$ cat src/rtl/captura_teclado.sv
// captura_teclado: keypad capture front-end for a cash terminal.
// Once a card is present it forwards four PIN digits to the controller.
// It then builds a decimal amount from digit keys and hands it over in binary
// when the ENTER key is pressed. Only one transaction is allowed per card
// insertion.
//
// Ports
//   clk              : single clock, rising edge
//   rst              : synchronous active-high reset
//   tarjeta_recibida : card present; low aborts any session
//   tecla[3:0]       : raw keypad code (0-9 digits, A-F control)
//   tecla_stb        : one-cycle strobe qualifying tecla
//   digito[3:0]      : PIN digit forwarded to the controller
//   digito_stb       : one-cycle strobe qualifying digito
//   monto[31:0]      : committed binary amount, held until the next commit
//   monto_stb        : one-cycle strobe qualifying monto
//   tecla_invalida   : one-cycle pulse flagging a rejected key
//   estado[1:0]      : current state (ESPERA=0, PIN=1, MONTO=2)
module captura_teclado #(
  parameter logic [3:0] TECLA_ENTER  = 4'hE,
  parameter logic [3:0] TECLA_BORRAR = 4'hC,
  parameter int         MAX_DIGITOS  = 9
) (
  input  logic        clk,
  input  logic        rst,
  input  logic        tarjeta_recibida,
  input  logic [3:0]  tecla,
  input  logic        tecla_stb,
  output logic [3:0]  digito,
  output logic        digito_stb,
  output logic [31:0] monto,
  output logic        monto_stb,
  output logic        tecla_invalida,
  output logic [1:0]  estado
);

  localparam int CW = $clog2(MAX_DIGITOS + 1);

  typedef enum logic [1:0] {
    ESPERA = 2'd0,
    PIN    = 2'd1,
    MONTO  = 2'd2
  } estado_t;

  estado_t        estado_r, estado_s;
  logic [2:0]     cnt_pin_r, cnt_pin_s;
  logic [CW-1:0]  cnt_monto_r, cnt_monto_s;
  logic [31:0]    acc_r, acc_s;
  logic [31:0]    monto_r, monto_s;
  logic [3:0]     digito_r, digito_s;
  logic           digito_stb_r, digito_stb_s;
  logic           monto_stb_r, monto_stb_s;
  logic           invalida_r, invalida_s;
  // armado: a new session may start; cleared by a commit and re-set only
  // when the card is removed, so one insertion yields one transaction.
  logic           armado_r, armado_s;
  logic           es_digito_s;

  assign es_digito_s    = (tecla <= 4'd9);
  assign estado         = estado_r;
  assign digito         = digito_r;
  assign digito_stb     = digito_stb_r;
  assign monto          = monto_r;
  assign monto_stb      = monto_stb_r;
  assign tecla_invalida = invalida_r;

  // Next-state and next-output logic; all strobes default low.
  always_comb begin
    estado_s     = estado_r;
    cnt_pin_s    = cnt_pin_r;
    cnt_monto_s  = cnt_monto_r;
    acc_s        = acc_r;
    monto_s      = monto_r;
    digito_s     = digito_r;
    digito_stb_s = 1'b0;
    monto_stb_s  = 1'b0;
    invalida_s   = 1'b0;
    armado_s     = armado_r;

    if (!tarjeta_recibida) begin
      armado_s = 1'b1;
    end else begin
      armado_s = armado_r;
    end

    case (estado_r)
      ESPERA: begin
        if (tarjeta_recibida && armado_r) begin
          estado_s = PIN;
        end else begin
          estado_s = ESPERA;
        end
      end

      PIN: begin
        // Card removal wins over any same-cycle key, which is dropped silently.
        if (!tarjeta_recibida) begin
          estado_s    = ESPERA;
          cnt_pin_s   = 3'd0;
          cnt_monto_s = '0;
          acc_s       = 32'd0;
        end else if (tecla_stb) begin
          if (es_digito_s) begin
            digito_s     = tecla;
            digito_stb_s = 1'b1;
            if (cnt_pin_r == 3'd3) begin
              estado_s  = MONTO;
              cnt_pin_s = 3'd0;
            end else begin
              cnt_pin_s = cnt_pin_r + 3'd1;
            end
          end else begin
            invalida_s = 1'b1;
          end
        end else begin
          estado_s = PIN;
        end
      end

      MONTO: begin
        if (!tarjeta_recibida) begin
          estado_s    = ESPERA;
          cnt_pin_s   = 3'd0;
          cnt_monto_s = '0;
          acc_s       = 32'd0;
        end else if (tecla_stb) begin
          if (tecla == TECLA_ENTER) begin
            // An empty amount cannot be committed.
            if (cnt_monto_r != '0) begin
              monto_s     = acc_r;
              monto_stb_s = 1'b1;
              estado_s    = ESPERA;
              acc_s       = 32'd0;
              cnt_monto_s = '0;
              armado_s    = 1'b0;
            end else begin
              invalida_s = 1'b1;
            end
          end else if (tecla == TECLA_BORRAR) begin
            acc_s       = 32'd0;
            cnt_monto_s = '0;
          end else if (es_digito_s) begin
            if (cnt_monto_r == CW'(MAX_DIGITOS)) begin
              invalida_s = 1'b1;
            end else begin
              acc_s       = acc_r * 32'd10 + {28'd0, tecla};
              cnt_monto_s = cnt_monto_r + CW'(1);
            end
          end else begin
            invalida_s = 1'b1;
          end
        end else begin
          estado_s = MONTO;
        end
      end

      default: begin
        estado_s    = ESPERA;
        cnt_pin_s   = 3'd0;
        cnt_monto_s = '0;
        acc_s       = 32'd0;
      end
    endcase
  end

  // State and output registers with synchronous reset.
  always_ff @(posedge clk) begin
    if (rst) begin
      estado_r     <= ESPERA;
      cnt_pin_r    <= 3'd0;
      cnt_monto_r  <= '0;
      acc_r        <= 32'd0;
      monto_r      <= 32'd0;
      digito_r     <= 4'd0;
      digito_stb_r <= 1'b0;
      monto_stb_r  <= 1'b0;
      invalida_r   <= 1'b0;
      armado_r     <= 1'b1;
    end else begin
      estado_r     <= estado_s;
      cnt_pin_r    <= cnt_pin_s;
      cnt_monto_r  <= cnt_monto_s;
      acc_r        <= acc_s;
      monto_r      <= monto_s;
      digito_r     <= digito_s;
      digito_stb_r <= digito_stb_s;
      monto_stb_r  <= monto_stb_s;
      invalida_r   <= invalida_s;
      armado_r     <= armado_s;
    end
  end

endmodule

$ cat config.mk
export PLATFORM = sky130hd
export DESIGN_NAME = captura_teclado
export DESIGN_NICKNAME = d
export VERILOG_FILES = /design/src/rtl/captura_teclado.sv
export SDC_FILE = /design/constraint.sdc
export NUM_CORES = 1
export LEC_CHECK = 0
export ABC_CLOCK_PERIOD_IN_PS = 5900
export BUFFER_PORTS_ARGS = -buffer_cell sky130_fd_sc_hd__buf_2
export CAP_MARGIN = 20
export CORE_ASPECT_RATIO = 1.25
export CORE_MARGIN = 1.5
export CORE_UTILIZATION = 65
export CTS_CLUSTER_SIZE = 10
export DETAILED_ROUTE_END_ITERATION = 16
export PLACE_DENSITY = 0.94
export REMOVE_ABC_BUFFERS = 1
export SKIP_LAST_GASP = 1
export SLEW_MARGIN = 10
export SYNTH_ARGS = -nofsm -noshare
export SYNTH_HDL_FRONTEND = slang
export SYNTH_SLANG_ARGS = --single-unit
$ cat constraint.sdc
create_clock -name clk -period 5.9 [get_ports clk]
set_input_delay 0.885 -clock clk [delete_from_list [all_inputs] [get_ports clk]]
set_output_delay 0.885 -clock clk [all_outputs]
set_load 0.1 [all_outputs]
* Word-level counts from Yosys, hierarchy flattened *
Index checks and enable logic that the tools add are counted.

word-level totals
  register bits after elaboration = 81

cells by class
  add/subtract/negate cells = 3
  multiply operators = 1
  $lt $le $gt $ge = 1
  eq/ne operators = 18
  mux-type cells = 53
  bitwise logic cells = 6
  reductions and logical operators = 10

operator list
  cell                                                count
  two-way mux 32 bit                                  8
  case mux 32 bit (3 select lines)                    1
  adder 32 x 4 -> 32 bit                              1
  multiplier 32 x 3 -> 31 bit, second input constant  1
  two-way mux 4 bit                                   8
  != test 4 bit, second input constant                5
  two-way mux 1 bit                                   19
  two-way mux 2 bit                                   8
  two-way mux 3 bit                                   5
  equality test 4 bit, second input constant          3
  case mux 4 bit (3 select lines)                     1
  AND reduction 4 bit                                 3
  != test 5 bit, second input constant                2
  != test 3 bit, second input constant                3
  case mux 3 bit (3 select lines)                     1
  NOT 1 bit                                           6
  case mux 2 bit (3 select lines)                     1
  AND reduction 6 bit                                 1
  AND reduction 5 bit                                 1
  OR reduction 5 bit                                  1
  adder 4 x 1 -> 4 bit, second input constant         1
  <= comparator 4 bit, second input constant          1
  != test 2 bit, second input constant                2
  nonzero test 4 bit                                  1
  8 further kinds                                     8

* Longest topological paths before layout *
  depth in word-level cells = 9
  depth in mapped cells = 13

* Least setup slack after synthesis *
Ideal clock, no wire load.

  kind = register to register
  from = register acc_r[1]
  to = register acc_r[21]
  arrival = 3.475 ns
  data required time = 5.833 ns
  setup slack = 2.358 ns
  stages on the path, launching flop included = 13
  buffers on the path = 0
  clock period less this slack = 3.542 ns
  cell sequence = dfxtp_1 > ha_1 > ha_1 > fa_1 > a21o_1 > a221o_1 > a22oi_1 > o21ai_1 > a2111oi_4 > nand3_2 > or4_1 > a21o_1 > a21oi_2

between the ends
  cells in the longest elaborated chain, start to end = 9

ends and longest elaborated chain
  what                              line  RTL
  from (decl)                       48    logic [31:0] acc_r, acc_s;
  from (signal assigned)            183   acc_r <= acc_s;
  multiplier 32 x 3 -> 31 bit       146   acc_s = acc_r * 32'd10 + {28'd0, tecla};
  adder 32 x 4 -> 32 bit            146
  two-way mux 32 bit                143   if (cnt_monto_r == CW'(MAX_DIGITOS)) begin
  two-way mux 32 bit                142   end else if (es_digito_s) begin
  two-way mux 32 bit                139   end else if (tecla == TECLA_BORRAR) begin
  two-way mux 32 bit                127   if (tecla == TECLA_ENTER) begin
  two-way mux 32 bit                126   end else if (tecla_stb) begin
  two-way mux 32 bit                121   if (!tarjeta_recibida) begin
  case mux 32 bit (3 select lines)  86    case (estado_r)

No other way between the ends. The select of a mux whose other input is x is not followed.
A chain may end at the register's enable or synchronous reset.

* Final worst setup path *
  from = register acc_r[1]
  to = register acc_r[28]

The elaborated chain is that of the path after synthesis.

==> out/qor.log <==
qor: die.die_height 109 um
qor: routing.via_count 5675
qor: clock_network.cts_resized 0
qor: setup_path.rrSetupSlack 1.87 ns
qor: timing.worst_slew_pin_slew 0.895 ns
qor: clock_network.insertion_delay 0.36 ns
qor: routing.wirelength 15000 um
qor: setup_path.timing_worst_setup_path_type reg2reg
qor: power_and_ir_drop.pwr-share-seq 0.516
qor: timing.rsz0062_at_grt no
qor: logic_synthesis.syn_area 5840 sq um
qor: die.rows 38
qor: logic_synthesis.synth.ff_latch_count 81
qor: logic_synthesis.gate_count_post_synth 749
qor: routing.top_routing_layer_in_use met4
qor: power_and_ir_drop.switching_share 0.237
qor: logic_synthesis.yosysWarnings 0
qor: setup_path.rr_worst_depth 12
qor: logic_synthesis.synthArstFlopShare 0
qor: logic_synthesis.synth.top_cells.by_area dfxtp_1 (28%), ha_1 (14%), nand2_1 (7.8%), a21oi_1 (7.3%), xnor2_1 (4.3%)
qor: clock_network.buffers_inserted_during_post_cts_setup_optimization 0
qor: timing.finClkSkew 0.00496 ns
qor: power_and_ir_drop.pwr_density_cell 168 nW/um^2
qor: die.fp.dieW 87.8 um
qor: routing.drcViolationCount 0
qor: setup_path.worst-path-max-fanout 6
qor: placed_design.worst_slack_at_placement 1.94 ns
qor: routing.met2_length 7150 um
qor: setup_path.timing.critical_path.to_type flop
qor: clock_network.cts_buffer_depth 2
qor: global_route.grt_pass1_wl 25100 um
qor: logic_synthesis.synth_top_cell_area_share 0.278
qor: placed_design.port_buffers 48
qor: power_and_ir_drop.intPower 0.000812 W
qor: die.core_region_area 8700 sq um
qor: worst_hold_path.min_path_type reg2reg
qor: die.floorplan.initialDensity 0.671
qor: setup_path.worstPathRequired 6.16 ns
qor: timing.slew_headroom 0.402
qor: final_layout.num_antenna_cells 0
qor: timing.hold_ws 0.452 ns
qor: global_route.antenna_found_initial 0
qor: timing.finalHoldViolCount 0
qor: clock_network.cts_hold_buf 0
qor: placed_design.dpl.cell_count 882
qor: placed_design.dp.final_hpwl 11300 um
qor: final_layout.fin_util 0.729
qor: timing.report.final.setup_viol 0
qor: setup_path.worstPathArrival 4.29 ns
qor: logic_synthesis.synth_edf_count 0
qor: clock_network.clockRootBuffer clkbuf_8
qor: routing.initialDrtViolationCount 478
qor: clock_network.clkTransAtPathRegs 0.08 ns
qor: outcome.status completed
qor: logic_synthesis.yosysSeqAreaShare 0.278
qor: power_and_ir_drop.comb_power_share 0.048
qor: logic_synthesis.netlist.top_cell.by_area dfxtp_1
qor: final_layout.layout-drive-gt1-share 0.108
qor: power_and_ir_drop.clock_power_share 0.437
qor: setup_path.regToRegStartpoint acc_r[1]
qor: final_layout.area_delta_synth_final 8.63%
qor: timing.tns_setup 0 ns
qor: worst_hold_path.hold-path-endpoint monto[29]
qor: final_layout.most-common-layout-cells nand2_1 (121), a21oi_1 (85), dfxtp_1 (81)
qor: run.cap_violations 0
qor: worst_hold_path.worst_hold_path_stage_count 2
qor: routing.route.antenna.remaining_nets 0
qor: global_route.pin_count_of_the_biggest_net_entering_global_routing 53
qor: clock_network.numCtsBuffers 9
qor: clock_network.tritoncts built
qor: routing.first_pass_iters 5
qor: logic_synthesis.syn_area_per_cell 7.80 sq um
qor: global_route.global_route.usage.total 0.329
qor: placed_design.gpl.final_weighted_congestion 0.951
qor: timing.timing.fmax 248 MHz
qor: worst_hold_path.hp-start monto[29]
qor: die.num_io_pins 49
qor: clock_network.clock_tree.htree_level_count 3
qor: final_layout.final_nets 849
qor: timing.worst_slack 1.87 ns
qor: setup_path.terminus_of_the_critical_flop_to_flop_path acc_r[28]
qor: final_layout.finish.cell_count_without_fillers 898
qor: timing.finalWorstPathRequiredPeriod 4.03 ns
qor: routing.vias_per_cell 6.32
qor: clock_network.clock_sinks 81
qor: timing.maxSlewViolCount 0
qor: routing.avgRoutedWirePerCell 16.7 um
qor: global_route.globalRoute.totalOverflow 0
qor: routing.route.met3.wl 791 um
qor: power_and_ir_drop.p_sw 0.000252 W
qor: global_route.grt_pass1_vias 5417
qor: setup_path.critPathLaunchType flop
qor: power_and_ir_drop.irDropWorstVdd 0.212 mV
qor: final_layout.layout.cells.most_common nand2_1
qor: power_and_ir_drop.total_leakage_power 2.75 nW
qor: die.floorplan.die_area 9570 sq um
qor: routing.post_route_m1_wl 5960 um
qor: timing.post-route-period-util 0.683
qor: logic_synthesis.ys.flop_type dfxtp_1
qor: logic_synthesis.yosys.cell_types.count 67
-- how the worst max path moves through the flow --
stage / start / cells past startpoint / slack (ns) / to
after CTS: acc_r[1] / 12 / 1.91 / acc_r[28]
final: acc_r[1] / 12 / 1.87 / acc_r[28]
after global placement: acc_r[1] / 12 / 2.10 / acc_r[27]
after detailed placement: acc_r[1] / 12 / 1.94 / acc_r[28]
after floorplan: estado[1] / 4 / 0.08 / armado_r
after global routing: acc_r[1] / 12 / 1.64 / acc_r[27]
-- Yosys cell counts, types with 6 or more instances --
cell / instances
and3_1: 12
nand2b_1: 7
xor2_1: 15
a31oi_1: 7
a21oi_1: 85
ha_1: 66
xnor2_1: 29
nor3_1: 16
nand3_1: 19
nor2b_1: 8
a22oi_1: 12
o211ai_1: 6
dfxtp_1: 81
nand2_1: 121
a21o_1: 13
clkbuf_1: 34
mux2i_1: 8
nor2_1: 65
o21ai_0: 25
nand4_1: 16
inv_1: 15
-- cells by family after synthesis --
kind of cell | share of synthesized area
AND/OR/NAND/NOR | 0.234
AO/OA/AOI/OAI | 0.223
flip-flops | 0.278
adder cells (fa/ha/maj) | 0.148
buffers and inverters | 0.0356
XOR/XNOR | 0.0660
multiplexers | 0.0156
-- sequential cells by signal, indices dropped and copies added, names as in the netlist --
signal / count
acc_r: 32
monto: 32
cnt_monto_r: 4
digito: 4
cnt_pin_r: 3
estado: 2
armado_r: 1
digito_stb: 1
monto_stb: 1
tecla_invalida: 1
-- power groups by stage --
stage / logic [W] / clock network [W] / registers (W)
2_1_floorplan: 0.0000197 / 0 / 0.000572
3_3_place_gp: 0.0000484 / 0 / 0.000562
3_5_place_dp: 0.0000501 / 0 / 0.000562
4_1_cts: 0.0000501 / 0.000469 / 0.000549
5_1_grt: 0.0000548 / 0.000493 / 0.000549
6_report: 0.0000507 / 0.000465 / 0.000549
-- per-stage QoR --
step	instance area, sq um	power (W)
4_1_cts	6340	0.00107
2_1_floorplan	5690	0.000591
5_1_grt	6340	0.00110
3_3_place_gp	6120	0.000610
6_report	6340	0.00106
3_5_place_dp	6120	0.000612
-- worst max-delay path: stages, from the launching register on --
cell       delay (ns)
dfxtp_1          0.42
ha_1             0.27
ha_1             0.25
fa_1             0.42
a21o_1           0.22
a221oi_2         0.45
xnor2_1          0.23
nand2_1          0.19
a2111oi_4        0.49
nand4_1          0.24
nor3_1           0.47
a31o_2           0.22
nand3_1          0.07
-- routing by layer --
metal	vias up	track usage
li1	2753	-
met1	2619	0.381
met2	226	0.555
met3	77	0.0454
met4	0	0.222
met5	-	0
-- area by class of cell --
class | count | area (sq um)
multi-input cells | 614 | 4020
inverters | 15 | 56.3
repair buffers | 52 | 270
fillers | 642 | 2360
clock buffers | 11 | 141
well taps | 120 | 150
flip-flops and latches | 81 | 1620
clock inverters | 5 | 87.6
Note: power is estimated with default switching activity, not from simulation.
